==> src/rtl/sw_pkg.sv <==
// Shared SpaceWire switch definitions: arbiter state encoding, default sizes,
// control-character codes and a clog2 helper.
package sw_pkg;

  typedef enum logic [1:0] {
    IDLE  = 2'd0,
    GRANT = 2'd1,
    SPILL = 2'd2
  } sw_arb_state_t;

  localparam int SW_PORTNUM = 16;
  // Data width of a SpaceWire character: control flag plus 8 data bits.
  localparam int SW_DW      = 9;

  localparam logic [SW_DW-1:0] SW_EOP = 9'h100;
  localparam logic [SW_DW-1:0] SW_EEP = 9'h101;

  function automatic int sw_clog2(input int value);
    int result;
    result = 0;
    while ((1 << result) < value) result++;
    return result;
  endfunction

endpackage

==> src/rtl/sw_out_port_arbiter_picker.sv <==
// Combinational round-robin picker: first set request at or after the pointer,
// wrapping from N-1 back to 0.
module sw_rr_picker
  import sw_pkg::*;
#(
  parameter int N = SW_PORTNUM,
  parameter int W = sw_clog2(SW_PORTNUM)
) (
  input  logic [N-1:0] req,
  input  logic [W-1:0] ptr,
  output logic [N-1:0] onehot,
  output logic [W-1:0] idx,
  output logic         valid
);

  logic [W:0] k;

  always_comb begin
    onehot = '0;
    idx    = '0;
    valid  = 1'b0;
    k      = '0;
    for (int i = 0; i < N; i++) begin
      // Explicit wrap so non-power-of-2 port counts work.
      k = {1'b0, ptr} + (W+1)'(i);
      if (k >= (W+1)'(N)) k = k - (W+1)'(N);
      if (!valid && req[k[W-1:0]]) begin
        valid               = 1'b1;
        idx                 = k[W-1:0];
        onehot[k[W-1:0]]    = 1'b1;
      end
    end
  end

endmodule

==> src/rtl/sw_out_port_arbiter.sv <==
// Per-output-port packet arbiter for the SpaceWire switch matrix.
// Optional two-class priority arbitration: define SW_ARB_PRIORITY_EN.
module sw_out_port_arbiter
  import sw_pkg::*;
#(
  parameter int PORTNUM = SW_PORTNUM,
  parameter int SELW    = sw_clog2(PORTNUM),
  parameter int TMO_W   = 16
) (
  input  logic               gclk,
  input  logic               reset,
  input  logic               enable_i,
  input  logic [PORTNUM-1:0] req_i,
  input  logic [PORTNUM-1:0] prio_i,
  input  logic               xfer_i,
  input  logic               eop_i,
  input  logic [TMO_W-1:0]   tmo_limit_i,
  output logic [PORTNUM-1:0] grant_o,
  output logic [SELW-1:0]    sel_o,
  output logic               busy_o,
  output logic [PORTNUM-1:0] spill_o,
  output logic               tmo_o
);

  sw_arb_state_t      state_q, state_d;
  logic [PORTNUM-1:0] grant_q, grant_d;
  logic [PORTNUM-1:0] spill_q, spill_d;
  logic [SELW-1:0]    sel_q, sel_d;
  logic               busy_q, busy_d;
  logic               tmo_q, tmo_d;
  logic [SELW-1:0]    rr_ptr, rr_d;
  logic [TMO_W-1:0]   tcnt, tcnt_d;

  logic [PORTNUM-1:0] pick_onehot;
  logic [SELW-1:0]    pick_idx;
  logic               pick_valid;
  logic [SELW-1:0]    ptr_inc;
  logic               tmo_hit;
  logic               pkt_end;

`ifdef SW_ARB_PRIORITY_EN
  logic [PORTNUM-1:0] hi_onehot, lo_onehot;
  logic [SELW-1:0]    hi_idx, lo_idx;
  logic               hi_valid, lo_valid;

  sw_rr_picker #(.N(PORTNUM), .W(SELW)) u_pick_hi (
    .req(req_i & prio_i), .ptr(rr_ptr),
    .onehot(hi_onehot), .idx(hi_idx), .valid(hi_valid)
  );
  sw_rr_picker #(.N(PORTNUM), .W(SELW)) u_pick_lo (
    .req(req_i), .ptr(rr_ptr),
    .onehot(lo_onehot), .idx(lo_idx), .valid(lo_valid)
  );

  assign pick_onehot = hi_valid ? hi_onehot : lo_onehot;
  assign pick_idx    = hi_valid ? hi_idx    : lo_idx;
  assign pick_valid  = hi_valid | lo_valid;
`else
  logic unused_prio;
  assign unused_prio = ^prio_i;

  sw_rr_picker #(.N(PORTNUM), .W(SELW)) u_pick (
    .req(req_i), .ptr(rr_ptr),
    .onehot(pick_onehot), .idx(pick_idx), .valid(pick_valid)
  );
`endif

  assign ptr_inc = (sel_q == SELW'(PORTNUM-1)) ? '0 : sel_q + SELW'(1);
  assign tmo_hit = (tmo_limit_i != '0) && (tcnt == tmo_limit_i - TMO_W'(1));
  assign pkt_end = xfer_i & eop_i;

  always_ff @(posedge gclk or negedge reset) begin
    if (!reset) begin
      state_q <= IDLE;
      grant_q <= '0;
      spill_q <= '0;
      sel_q   <= '0;
      busy_q  <= 1'b0;
      tmo_q   <= 1'b0;
      rr_ptr  <= '0;
      tcnt    <= '0;
    end else begin
      state_q <= state_d;
      grant_q <= grant_d;
      spill_q <= spill_d;
      sel_q   <= sel_d;
      busy_q  <= busy_d;
      tmo_q   <= tmo_d;
      rr_ptr  <= rr_d;
      tcnt    <= tcnt_d;
    end
  end

  always_comb begin
    state_d = state_q;
    grant_d = grant_q;
    spill_d = spill_q;
    sel_d   = sel_q;
    busy_d  = busy_q;
    tmo_d   = 1'b0;
    rr_d    = rr_ptr;
    tcnt_d  = tcnt;
    case (state_q)
      IDLE: begin
        tcnt_d = '0;
        if (enable_i && pick_valid) begin
          state_d = GRANT;
          grant_d = pick_onehot;
          sel_d   = pick_idx;
          busy_d  = 1'b1;
        end
      end
      GRANT: begin
        // An EOP in the timeout cycle takes precedence over the spill.
        if (pkt_end) begin
          state_d = IDLE;
          grant_d = '0;
          busy_d  = 1'b0;
          rr_d    = ptr_inc;
          tcnt_d  = '0;
        end else if (!xfer_i && tmo_hit) begin
          state_d = SPILL;
          grant_d = '0;
          spill_d = grant_q;
          tmo_d   = 1'b1;
          tcnt_d  = '0;
        end else if (xfer_i) begin
          tcnt_d = '0;
        end else if (tcnt != '1) begin
          tcnt_d = tcnt + TMO_W'(1);
        end
      end
      SPILL: begin
        if (pkt_end) begin
          state_d = IDLE;
          spill_d = '0;
          busy_d  = 1'b0;
          rr_d    = ptr_inc;
        end
      end
      default: begin
        state_d = IDLE;
        grant_d = '0;
        spill_d = '0;
        busy_d  = 1'b0;
      end
    endcase
  end

  assign grant_o = grant_q;
  assign sel_o   = sel_q;
  assign busy_o  = busy_q;
  assign spill_o = spill_q;
  assign tmo_o   = tmo_q;

endmodule
==> config.mk <==
export PLATFORM = sky130hd
export DESIGN_NAME = sw_out_port_arbiter
export DESIGN_NICKNAME = d
export VERILOG_FILES = /design/src/rtl/sw_pkg.sv /design/src/rtl/sw_out_port_arbiter_picker.sv /design/src/rtl/sw_out_port_arbiter.sv
export SDC_FILE = /design/constraint.sdc
export NUM_CORES = 1
export LEC_CHECK = 0
export BUFFER_PORTS_ARGS = -buffer_cell sky130_fd_sc_hd__buf_4
export CAP_MARGIN = 0
export CELL_PAD_IN_SITES_DETAIL_PLACEMENT = 1
export CELL_PAD_IN_SITES_GLOBAL_PLACEMENT = 1
export CORE_MARGIN = 2
export CORE_UTILIZATION = 41
export CTS_CLUSTER_DIAMETER = 200
export CTS_CLUSTER_SIZE = 24
export DETAILED_ROUTE_END_ITERATION = 16
export PLACE_DENSITY = 0.79
export SLEW_MARGIN = 20
export SYNTH_ARGS = -nofsm -noshare
export SYNTH_HDL_FRONTEND = slang
export SYNTH_HIERARCHICAL = 1
export SYNTH_SLANG_ARGS = --single-unit
==> constraint.sdc <==
create_clock -name gclk -period 4.52 [get_ports gclk]
set_input_delay 0.678 -clock gclk [delete_from_list [all_inputs] [get_ports gclk]]
set_output_delay 0.678 -clock gclk [all_outputs]
set_load 0.05 [all_outputs]
==> out/metrics.yaml, run 1 <==
global_route:
  grt_usage_pct: 32.0
  grt_max_degree: 61
  grt-busiest-layer: "met2"
  grt_pass1_wl_um: 49800
  use_met1_pct: 43.0
  use_met3_pct: 6.13
  grt_pass1_vias: 8665
  grt_overflow: 0
  antenna_found_initial: 0
  met2_usage_pct: 50.7
clock_tree:
  ctsResizeCount: 0
  cts_made_buffers: 9
  cts_tree: "done"
  h-tree-depth: 3
  cts-hold-fix-buffers: 0
  cts_root_buf: "clkbuf_16"
  clk_pin_slew_worst_paths_ns: 0.06
  cts_setup_buffers: 0
  clk_path_buf_depth: 2
  clock_latency_ns: 0.33
  clock-sinks: 60
flow_run:
  cap_violations: 0
yosys:
  ys_ff_latch: 60
  yosys_warnings: 6
  ys.flop_type: "dfrtp_1"
  syn-instance-count: 933
  synth-edff-count: 0
  syn_avg_cell_area_um2: 8.04
  synth_cell_type_count: 90
  async_flop_share_pct: 100
  syn_nets: 1006
  synthesis.area_mm2: 0.00750
  yosysSeqAreaShare_pct: 20.0
routing:
  ant_nets: 0
  drc: 0
  firstDrtPassIters: 8
  wl_per_cell_um: 25.4
  detail_route.vias_per_cell: 7.09
  dr.first_iter.drc_count: 888
  num_vias: 8833
  finalWirelength_um: 31700
sta:
  slew_headroom_pct: 39.6
  min_period_ns: 4.39
  fin_skew_ns: 0.00568
  setup_violations: 0
  final_max_slew_viol_count: 0
  rsz0062_at_grt: "false"
  fin_crit_sh_pct: 97.0
  tightest_slew_ns: 0.900
  hold_viol: 0
  fmax_mhz: 228
  tns_ns: 0
floorplan:
  dieArea_mm2: 0.0194
  start_util_pct: 41.8
  num_io_pins: 91
  row_count: 49
  core-area_mm2: 0.0180
  die_h_um: 139
  fp.dieW_um: 139
critical_path:
  crit_arrival_ns: 4.64
  cp_max_fo: 6
  regToRegEndpoint: "grant_o[11]"
  path_class: "flip-flop to flip-flop"
  required_ns: 4.78
  reg2reg_depth: 12
  cp-end-kind: "flip-flop"
  r2r_start: "rr_ptr[0]"
  startpoint_type: "flip-flop"
  r2r_slack_ns: 0.13
run_status:
  run_status: "finished clean"
placement:
  io_buffers: 74
  dp_cells: 1229
  place_congestion: 1.01
  placed_cell_area_mm2: 0.00849
  dp_hpwl_um: 23600
worst_hold_path:
  holdCritPathClass: "primary input to asynchronous set/reset pin"
power:
  p_leak_nw: 3.49
  powerDensity_mw_per_mm2: 896
  ir_worst_vdd_mv: 0.572
  power_mw: 7.93
layout:
  fin_area_mm2: 0.00885
  fill_cells: 2180
  stdcell_count: 1245
  area_delta_synth_final_pct: 17.9
  fin_util_pct: 49.2
  diodes: 0
  drive_above_1_share_pct: 21.4
  nNetsFinal: 1084
==> worst max-delay path, cell delays in order, from the launching register on <==
cell and delay (ns):
dfrtp_1 0.34, inv_1 0.06, ha_1 0.52, buf_4 0.25, mux4_2 0.58, mux4_2 0.61, nand2b_2 0.30, nor4_1 0.66
a41oi_1 0.13, o21ai_0 0.47, nand2_1 0.11, nand4_1 0.14, a32o_1 0.15
==> where the power goes <==
group	switching, mW	internal [mW]	total [mW]	leakage, nW
Sequential	0.130	0.640	0.770	0.815
Combinational	4.27	2.14	6.41	2.53
Clock	0.259	0.485	0.744	0.152
==> cell type report <==
type / instances / area (um2) / area share (%)
Tap cell: 229 / 287 / 3.24
Timing Repair Buffer: 134 / 1010 / 11.4
Clock buffer: 9 / 225 / 2.55
Clock inverter: 7 / 97.6 / 1.10
Sequential cell: 60 / 1500 / 17.0
Multi-Input combinational cell: 774 / 5610 / 63.4
Inverter: 32 / 120 / 1.36
==> how the worst max path moves through the flow <==
stage / from / endpoint
finish: rr_ptr[0] / grant_o[11]
global route: rr_ptr[1] / grant_o[5]
CTS: rr_ptr[3] / grant_o[6]
detailed placement: rr_ptr[3] / grant_o[6]
global placement: rr_ptr[0] / grant_o[10]
floorplan: rr_ptr[0] / grant_o[10]
==> routing by layer <==
| layer | vias up | part of all wire (%) |
|---|---|---|
| li1 | 3854 | - |
| met1 | 4362 | 41 |
| met2 | 502 | 46 |
| met3 | 115 | 8.4 |
| met4 | 0 | 4.7 |
| met5 | - | 0 |
==> state kept, by name (all words and copies together), names as in the netlist <==
name and cells:
sel_o 4, grant_o 16, tmo_o 1, tcnt 16, state_q 2, spill_o 16, rr_ptr 4, busy_o 1
==> Yosys cell counts (8+ instances only) <==
cell type  instances  area share, %
nor3_1            28            1.9
nor4_1            18            1.5
o211ai_1          16            1.6
o22ai_1           23            1.9
inv_1             31            1.6
o21ai_0           30            2.0
xnor2_1           21            2.5
nand2_1          108            5.4
ha_1              20            3.3
mux4_1             8            2.8
mux2i_1           15            2.0
and2_1            10           0.83
a31oi_1           39            3.3
nand3_1           58            3.9
a211oi_1           8           0.80
a32o_1            16            2.1
mux4_2            17            5.1
nand4_1           31            2.6
nor2_1            61            3.1
mux2_2            15            2.3
a21oi_1           27            1.8
o2111ai_1         12            1.4
clkbuf_1          49            2.5
and3_1            17            1.4
xor2_1            11            1.3
dfrtp_1           60             20
o2bb2ai_1         17            2.0
==> per-stage QoR <==
stage | hold WS (ns) | setup slack (ns)
3_5_place_dp | 0.513 | 0.113
2_1_floorplan | 0.382 | 0.103
4_1_cts | 0.462 | 0.0453
5_1_grt | 0.486 | 0.00671
3_3_place_gp | 0.502 | 0.256
6_report | 0.430 | 0.135
==> kinds of logic (layout without fill, tap and decap cells) <==
kind of cell,count (synthesis),in the layout,synth area share [%]
buf+inv,99,182,5.75
fa+ha+maj,20,20,3.34
compound gates,277,277,27.2
simple gates,386,386,27.1
flops,60,60,20.0
mux,57,57,12.5
xor+xnor,34,34,4.17
==> placed cells by master (no fill, tap or decap), types with 17 or more instances in the layout <==
cell | synthesis | final
nand3_1 | 58 | 58
and3_1 | 17 | 17
nand4_1 | 31 | 31
o22ai_1 | 23 | 23
nor2_1 | 61 | 61
mux4_2 | 17 | 17
nand2_1 | 108 | 108
buf_4 | 0 | 134
ha_1 | 20 | 20
o2bb2ai_1 | 17 | 17
a21oi_1 | 27 | 27
nor4_1 | 18 | 17
a31oi_1 | 39 | 39
dfrtp_1 | 60 | 60
inv_1 | 31 | 31
o21ai_0 | 30 | 30
nor3_1 | 28 | 28
xnor2_1 | 21 | 21
Note: power is estimated with default switching activity, not from simulation.
==> run 2: changes to the inputs <==
- CTS_BUF_LIST: unset -> sky130_fd_sc_hd__clkbuf_4 sky130_fd_sc_hd__clkbuf_8 sky130_fd_sc_hd__clkbuf_16
- PLACE_DENSITY: 0.79 -> 0.85
==> out/metrics.yaml, run 2 (synthesized netlist as in run 1, its figures left out) <==
placement:
  dp_hpwl_um: 24200  # +2.6%
  io_buffers: 74  # unchanged
  place_congestion: 1.01  # +0.11%
  dp_slack_ns: 0.129  # +0.0164 ns
power:
  p_leak_nw: 3.48  # -0.30%
  clockPowerShare_pct: 8.8  # -0.6 points
  power_switching_mw: 4.67  # +0.16%
  powerDensity_mw_per_mm2: 890  # -0.64%
  netSwitchingFraction_pct: 59.4  # +0.59 points
  ir_worst_vdd_mv: 0.766  # +34%
  intPower_mw: 3.19  # -2.3%
  pwr-share-seq_pct: 9.8  # about the same
  power_mw: 7.86  # -0.84%
  power_frac_comb_pct: 81.4  # +0.5 points
routing:
  firstDrtPassIters: 5  # -3
  drc: 0  # unchanged
  finalWirelength_um: 32100  # +1.4%
  detail_route.vias_per_cell: 6.91  # -2.6%
  dr.first_iter.drc_count: 739  # -17%
  ant_nets: 0  # unchanged
  num_vias: 8600  # -2.6%
  wl_per_cell_um: 25.8  # +1.5%
sta:
  fin_skew_ns: 0.00650  # +0.000823 ns
  min_period_ns: 4.44  # +0.0587 ns
  final_max_slew_viol_count: 0  # unchanged
  rsz0062_at_grt: "true"
  fin_crit_sh_pct: 98.3  # +1.3 points
  worst_slack_ns: 0.0762  # -0.0587 ns
  slew_headroom_pct: 25.2  # -14 points
  setup_violations: 0  # unchanged
  hold_viol: 0  # unchanged
  tightest_slew_ns: 1.11  # +0.214 ns
  fmax_mhz: 225  # -1.3%
global_route:
  antenna_found_initial: 0  # unchanged
  grt_usage_pct: 32.4  # +0.33 points
  grt_overflow: 0  # unchanged
  grt_max_degree: 61  # unchanged
  grt_pass1_wl_um: 49700  # -0.16%
  grt_pass1_vias: 8671  # +0.069%
floorplan:
  fp.dieW_um: 139  # unchanged
  core-area_mm2: 0.0180  # unchanged
  dieArea_mm2: 0.0194  # unchanged
  row_count: 49  # unchanged
  die_h_um: 139  # unchanged
  start_util_pct: 41.8  # unchanged
  num_io_pins: 91  # unchanged
critical_path:
  startpoint_type: "flip-flop"
  crit_arrival_ns: 4.67  # +0.03 ns
  regToRegEndpoint: "grant_o[11]"
  crit_path_end: "grant_o[11]"
  reg2reg_depth: 11  # -1
  path_class: "flip-flop to flip-flop"
  r2r_slack_ns: 0.08  # -0.06 ns
  cp-end-kind: "flip-flop"
  startpoint: "rr_ptr[2]"
  cp_max_fo: 12  # +6
  r2r_start: "rr_ptr[2]"
  required_ns: 4.75  # -0.03 ns
clock_tree:
  clk_path_buf_depth: 2  # unchanged
  clk_pin_slew_worst_paths_ns: 0.06  # about the same
  cts_made_buffers: 9  # unchanged
  cts-hold-fix-buffers: 0  # unchanged
  h-tree-depth: 3  # unchanged
  cts_root_buf: "clkbuf_16"
  clock_latency_ns: 0.34  # about the same
  cts_tree: "done"
  clock-sinks: 60  # unchanged
run_status:
  run_status: "finished clean"
layout:
  drive_above_1_share_pct: 21.4  # about the same
  diodes: 0  # unchanged
  nNetsFinal: 1083  # -0.092%
  fill_cells: 2172  # -0.37%
  mostFrequentLayoutCells: "133 x buf_4, 108 x nand2_1, 61 x nor2_1"
  final_common_cell: "buf_4"
  area_delta_synth_final_pct: 17.7
flow_run:
  cap_violations: 0  # unchanged
worst_hold_path:
  holdCritPathClass: "primary input to asynchronous set/reset pin"
-- run 2: power by group through the flow --
| stage | combinational [mW] | clock [mW] | sequential [mW] |
|---|---|---|---|
| finish | 6.40 | 0.688 | 0.771 |
| global route | 6.73 | 0.718 | 0.788 |
| global placement | 6.02 | 0 | 0.772 |
| CTS | 6.16 | 0.694 | 0.768 |
| detailed placement | 6.12 | 0 | 0.773 |
| floorplan | 3.82 | 0 | 0.969 |
-- run 2: worst min-delay path by stage --
stage	end	slack (ns)	startpoint
floorplan	busy_o	0.38	reset
global placement	busy_o	0.51	busy_o
detailed placement	busy_o	0.51	busy_o
CTS	spill_o[7]	0.45	reset
global route	spill_o[7]	0.47	reset
finish	spill_o[7]	0.42	reset
-- run 2: metal layers --
| metal | GRT usage, % | routed length, um | vias to the layer above | share of wire, % |
|---|---|---|---|---|
| met5 | 0 | 0 | - | 0 |
| met4 | 12.5 | 1200 | 0 | 3.7 |
| li1 | - | - | 3827 | - |
| met3 | 6.09 | 2300 | 73 | 7.2 |
| met1 | 43.9 | 13700 | 4306 | 43 |
| met2 | 51.1 | 14900 | 394 | 46 |
-- run 2: final cells by class --
type	instances	area, um2	share of cell area (%)
Inverter	32	124	1.40
Multi-Input combinational cell	774	5620	63.7
Sequential cell	60	1500	17.0
Timing Repair Buffer	133	998	11.3
Tap cell	229	287	3.25
Clock inverter	6	65.1	0.737
Clock buffer	10	233	2.64
-- run 2: worst max-delay path: stages, from the launching register on --
cell	delay, ns
dfrtp_1	0.45
clkinvlp_4	0.29
ha_1	0.33
a21boi_1	0.19
xnor2_1	0.91
o211ai_1	0.21
o21ai_0	0.25
or4_4	0.33
o22ai_1	0.09
a2111oi_0	0.77
nand4_1	0.23
a32o_1	0.27
-- run 2: stage by stage --
step	TNS (ns)	std cells	instance area, um2	util [%]	hold WS, ns
floorplan	0	933	7500	-	0.382
global placement	0	1224	8450	47.0	0.509
detailed placement	0	1224	8450	47.0	0.508
CTS	0	1240	8750	48.7	0.453
global route	-0.00436	1244	8830	49.1	0.473
finish	0	1244	8830	49.1	0.419
-- run 2: timing repair --
action                     in CTS  in global routing
resized for setup               0                  9
setup endpoints to repair       0                 17
buffers inserted                0                  4
==> run 3: changes to the inputs <==
- CELL_PAD_IN_SITES_DETAIL_PLACEMENT: 1 -> 0
- CELL_PAD_IN_SITES_GLOBAL_PLACEMENT: 1 -> 2
- CORE_UTILIZATION: 41 -> 39
- PLACE_DENSITY: 0.85 -> 0.95
- clock period: 4.52 -> 5.3 ns (I/O delays scaled with it)
==> out/metrics.yaml, run 3 (synthesized netlist as in run 1, its figures left out) <==
floorplan:
  core-area_mm2: 0.0188  # +4.5%
  dieArea_mm2: 0.0204  # +5.0%
  start_util_pct: 40.0  # -1.8 points
  num_io_pins: 91  # unchanged
  die_h_um: 143  # +2.5%
  fp.dieW_um: 143  # +2.5%
  row_count: 50  # +2.0%
sta:
  fin_crit_sh_pct: 89.9  # -8.4 points
  min_period_ns: 4.77  # +0.323 ns
  worst_slack_ns: 0.533  # +0.457 ns
  tns_ns: 0  # unchanged
  slew_headroom_pct: 29.5  # +4.4 points
  setup_violations: 0  # unchanged
  fmax_mhz: 210  # -6.8%
  fin_skew_ns: 0.00525  # -0.00125 ns
  rsz0062_at_grt: "false"
  final_max_slew_viol_count: 0  # unchanged
  hold_slack_ns: 0.512  # +0.0934 ns
  hold_viol: 0  # unchanged
  tightest_slew_ns: 1.06  # -0.0592 ns
critical_path:
  cp_max_fo: 11  # -1
  reg2reg_depth: 12  # +1
  crit_chain: "inv_1 > ha_1 > mux4_2 > mux2i_1 > o221a_2 > nand4_2 > nor4_4 > nand3_1 > o22ai_1 > a22o_1 > a211o_1 > a32o_1"
  crit_slowest_cell: "ha_1"
  regToRegEndpoint: "grant_o[4]"
  startpoint_type: "flip-flop"
  path_class: "flip-flop to flip-flop"
  cp-end-kind: "flip-flop"
  required_ns: 5.56  # +0.81 ns
  crit_family: "simple AND/OR/NAND/NOR gates"
  r2r_start: "rr_ptr[0]"
  r2r_slack_ns: 0.53  # +0.46 ns
  max_stage_delay_ns: 0.69  # -0.22 ns
  cp_num_cells: 12  # +1
  crit_arrival_ns: 5.03  # +0.36 ns
  path_buf_inv: 1  # unchanged
clock_tree:
  cts_tree: "done"
  h-tree-depth: 3  # unchanged
  cts_root_buf: "clkbuf_16"
  clock-sinks: 60  # unchanged
  clock_latency_ns: 0.33  # about the same
  cts-hold-fix-buffers: 0  # unchanged
  clk_path_buf_depth: 2  # unchanged
  cts_setup_buffers: 0  # unchanged
  cts_made_buffers: 9  # unchanged
  ctsResizeCount: 0  # unchanged
  clk_pin_slew_worst_paths_ns: 0.06  # about the same
layout:
  fill_cells: 1922  # -12%
  mostFrequentLayoutCells: "111 x buf_4, 108 x nand2_1, 61 x nor2_1"
  area_delta_synth_final_pct: 15.0
  final_common_cell: "buf_4"
  diodes: 0  # unchanged
  drive_above_1_share_pct: 19.0  # -2.4 points
  nNetsFinal: 1061  # -2.0%
  fin_util_pct: 45.9  # -3.2 points
power:
  intPower_mw: 2.59  # -19%
  power_mw: 6.36  # -19%
  powerDensity_mw_per_mm2: 738  # -17%
  power_switching_mw: 3.77  # -19%
  clockPowerShare_pct: 9.4  # +0.6 points
  pwr-share-seq_pct: 10.4  # +0.6 points
  netSwitchingFraction_pct: 59.2  # -0.17 points
  power_frac_comb_pct: 80.2  # -1.2 points
  p_leak_nw: 3.38  # -3.1%
  ir_worst_vdd_mv: 0.596  # -22%
routing:
  ant_nets: 0  # unchanged
  firstDrtPassIters: 6  # +1
  detail_route.vias_per_cell: 6.91  # about the same
  num_vias: 8468  # -1.5%
  finalWirelength_um: 28200  # -12%
  drc: 0  # unchanged
  dr.first_iter.drc_count: 1188  # +61%
  wl_per_cell_um: 23.0  # -11%
placement:
  io_buffers: 74  # unchanged
  dp_slack_ns: 0.647  # +0.518 ns
  place_congestion: 1.07  # +5.5%
  dp_hpwl_um: 20800  # -14%
global_route:
  grt_pass1_vias: 7711  # -11%
  antenna_found_initial: 0  # unchanged
  grt_max_degree: 61  # unchanged
  grt_overflow: 0  # unchanged
  grt_usage_pct: 27.4  # -5.0 points
  grt_pass1_wl_um: 43800  # -12%
worst_hold_path:
  holdPathStages: 2
  hp-start: "busy_o"
  whs_endpoint: "busy_o"
  holdCritPathClass: "flip-flop to flip-flop"
run_status:
  run_status: "finished clean"
flow_run:
  cap_violations: 0  # unchanged
==> run 3: changes by cell type in the layout (fill, tap and decap cells not counted), sizes merged <==
| cell | delta |
|---|---|
| clkinvlp | -2 |
| buf | -22 |
| inv | +1 |
| clkbuf | +1 |
| clkinv | -1 |
==> run 3: how the worst max path moves through the flow <==
stage | start | endpoint | slack [ns]
after floorplan | rr_ptr[1] | grant_o[10] | 0.60
after global placement | rr_ptr[0] | grant_o[4] | 0.66
after detailed placement | rr_ptr[2] | grant_o[8] | 0.65
after CTS | rr_ptr[2] | grant_o[9] | 0.63
after global routing | rr_ptr[0] | grant_o[9] | 0.24
final | rr_ptr[0] | grant_o[4] | 0.53
==> run 3: area by class of cell <==
| class | count | area (um2) | share of cell area [%] |
|---|---|---|---|
| inverter | 32 | 120 | 1.39 |
| clock inverter | 4 | 48.8 | 0.566 |
| timing repair buffer | 111 | 833 | 9.66 |
| multi-input combinational | 774 | 5570 | 64.6 |
| sequential | 60 | 1500 | 17.4 |
| clock buffer | 11 | 253 | 2.93 |
| tap | 234 | 293 | 3.40 |
==> run 3: power groups by stage <==
stage	Sequential (mW)	Clock (mW)	Combinational [mW]
2_1_floorplan	0.826	0	3.25
6_report	0.663	0.599	5.10
4_1_cts	0.661	0.606	4.92
3_3_place_gp	0.667	0	4.90
3_5_place_dp	0.668	0	4.90
5_1_grt	0.678	0.627	5.38
==> run 3: worst register-to-register path, stage by stage (launching register included) <==
cell	delay, ns
dfrtp_1	0.34
inv_1	0.10
ha_1	0.69
mux4_2	0.64
mux2i_1	0.35
o221a_2	0.36
nand4_2	0.25
nor4_4	0.60
nand3_1	0.51
o22ai_1	0.44
a22o_1	0.21
a211o_1	0.10
a32o_1	0.11
==> run 3: through the flow <==
step	area, um2	std cells
2_1_floorplan	7500	933
4_1_cts	8620	1226
5_1_grt	8620	1226
6_report	8620	1226
3_5_place_dp	8320	1211
3_3_place_gp	8320	1211
==> run 3: per-layer routing <==
layer | share of wire, % | track usage, %
met1 | 43 | 38.8
met2 | 44 | 41.7
met3 | 9.9 | 5.47
met4 | 3.5 | 8.96
met5 | 0 | 0
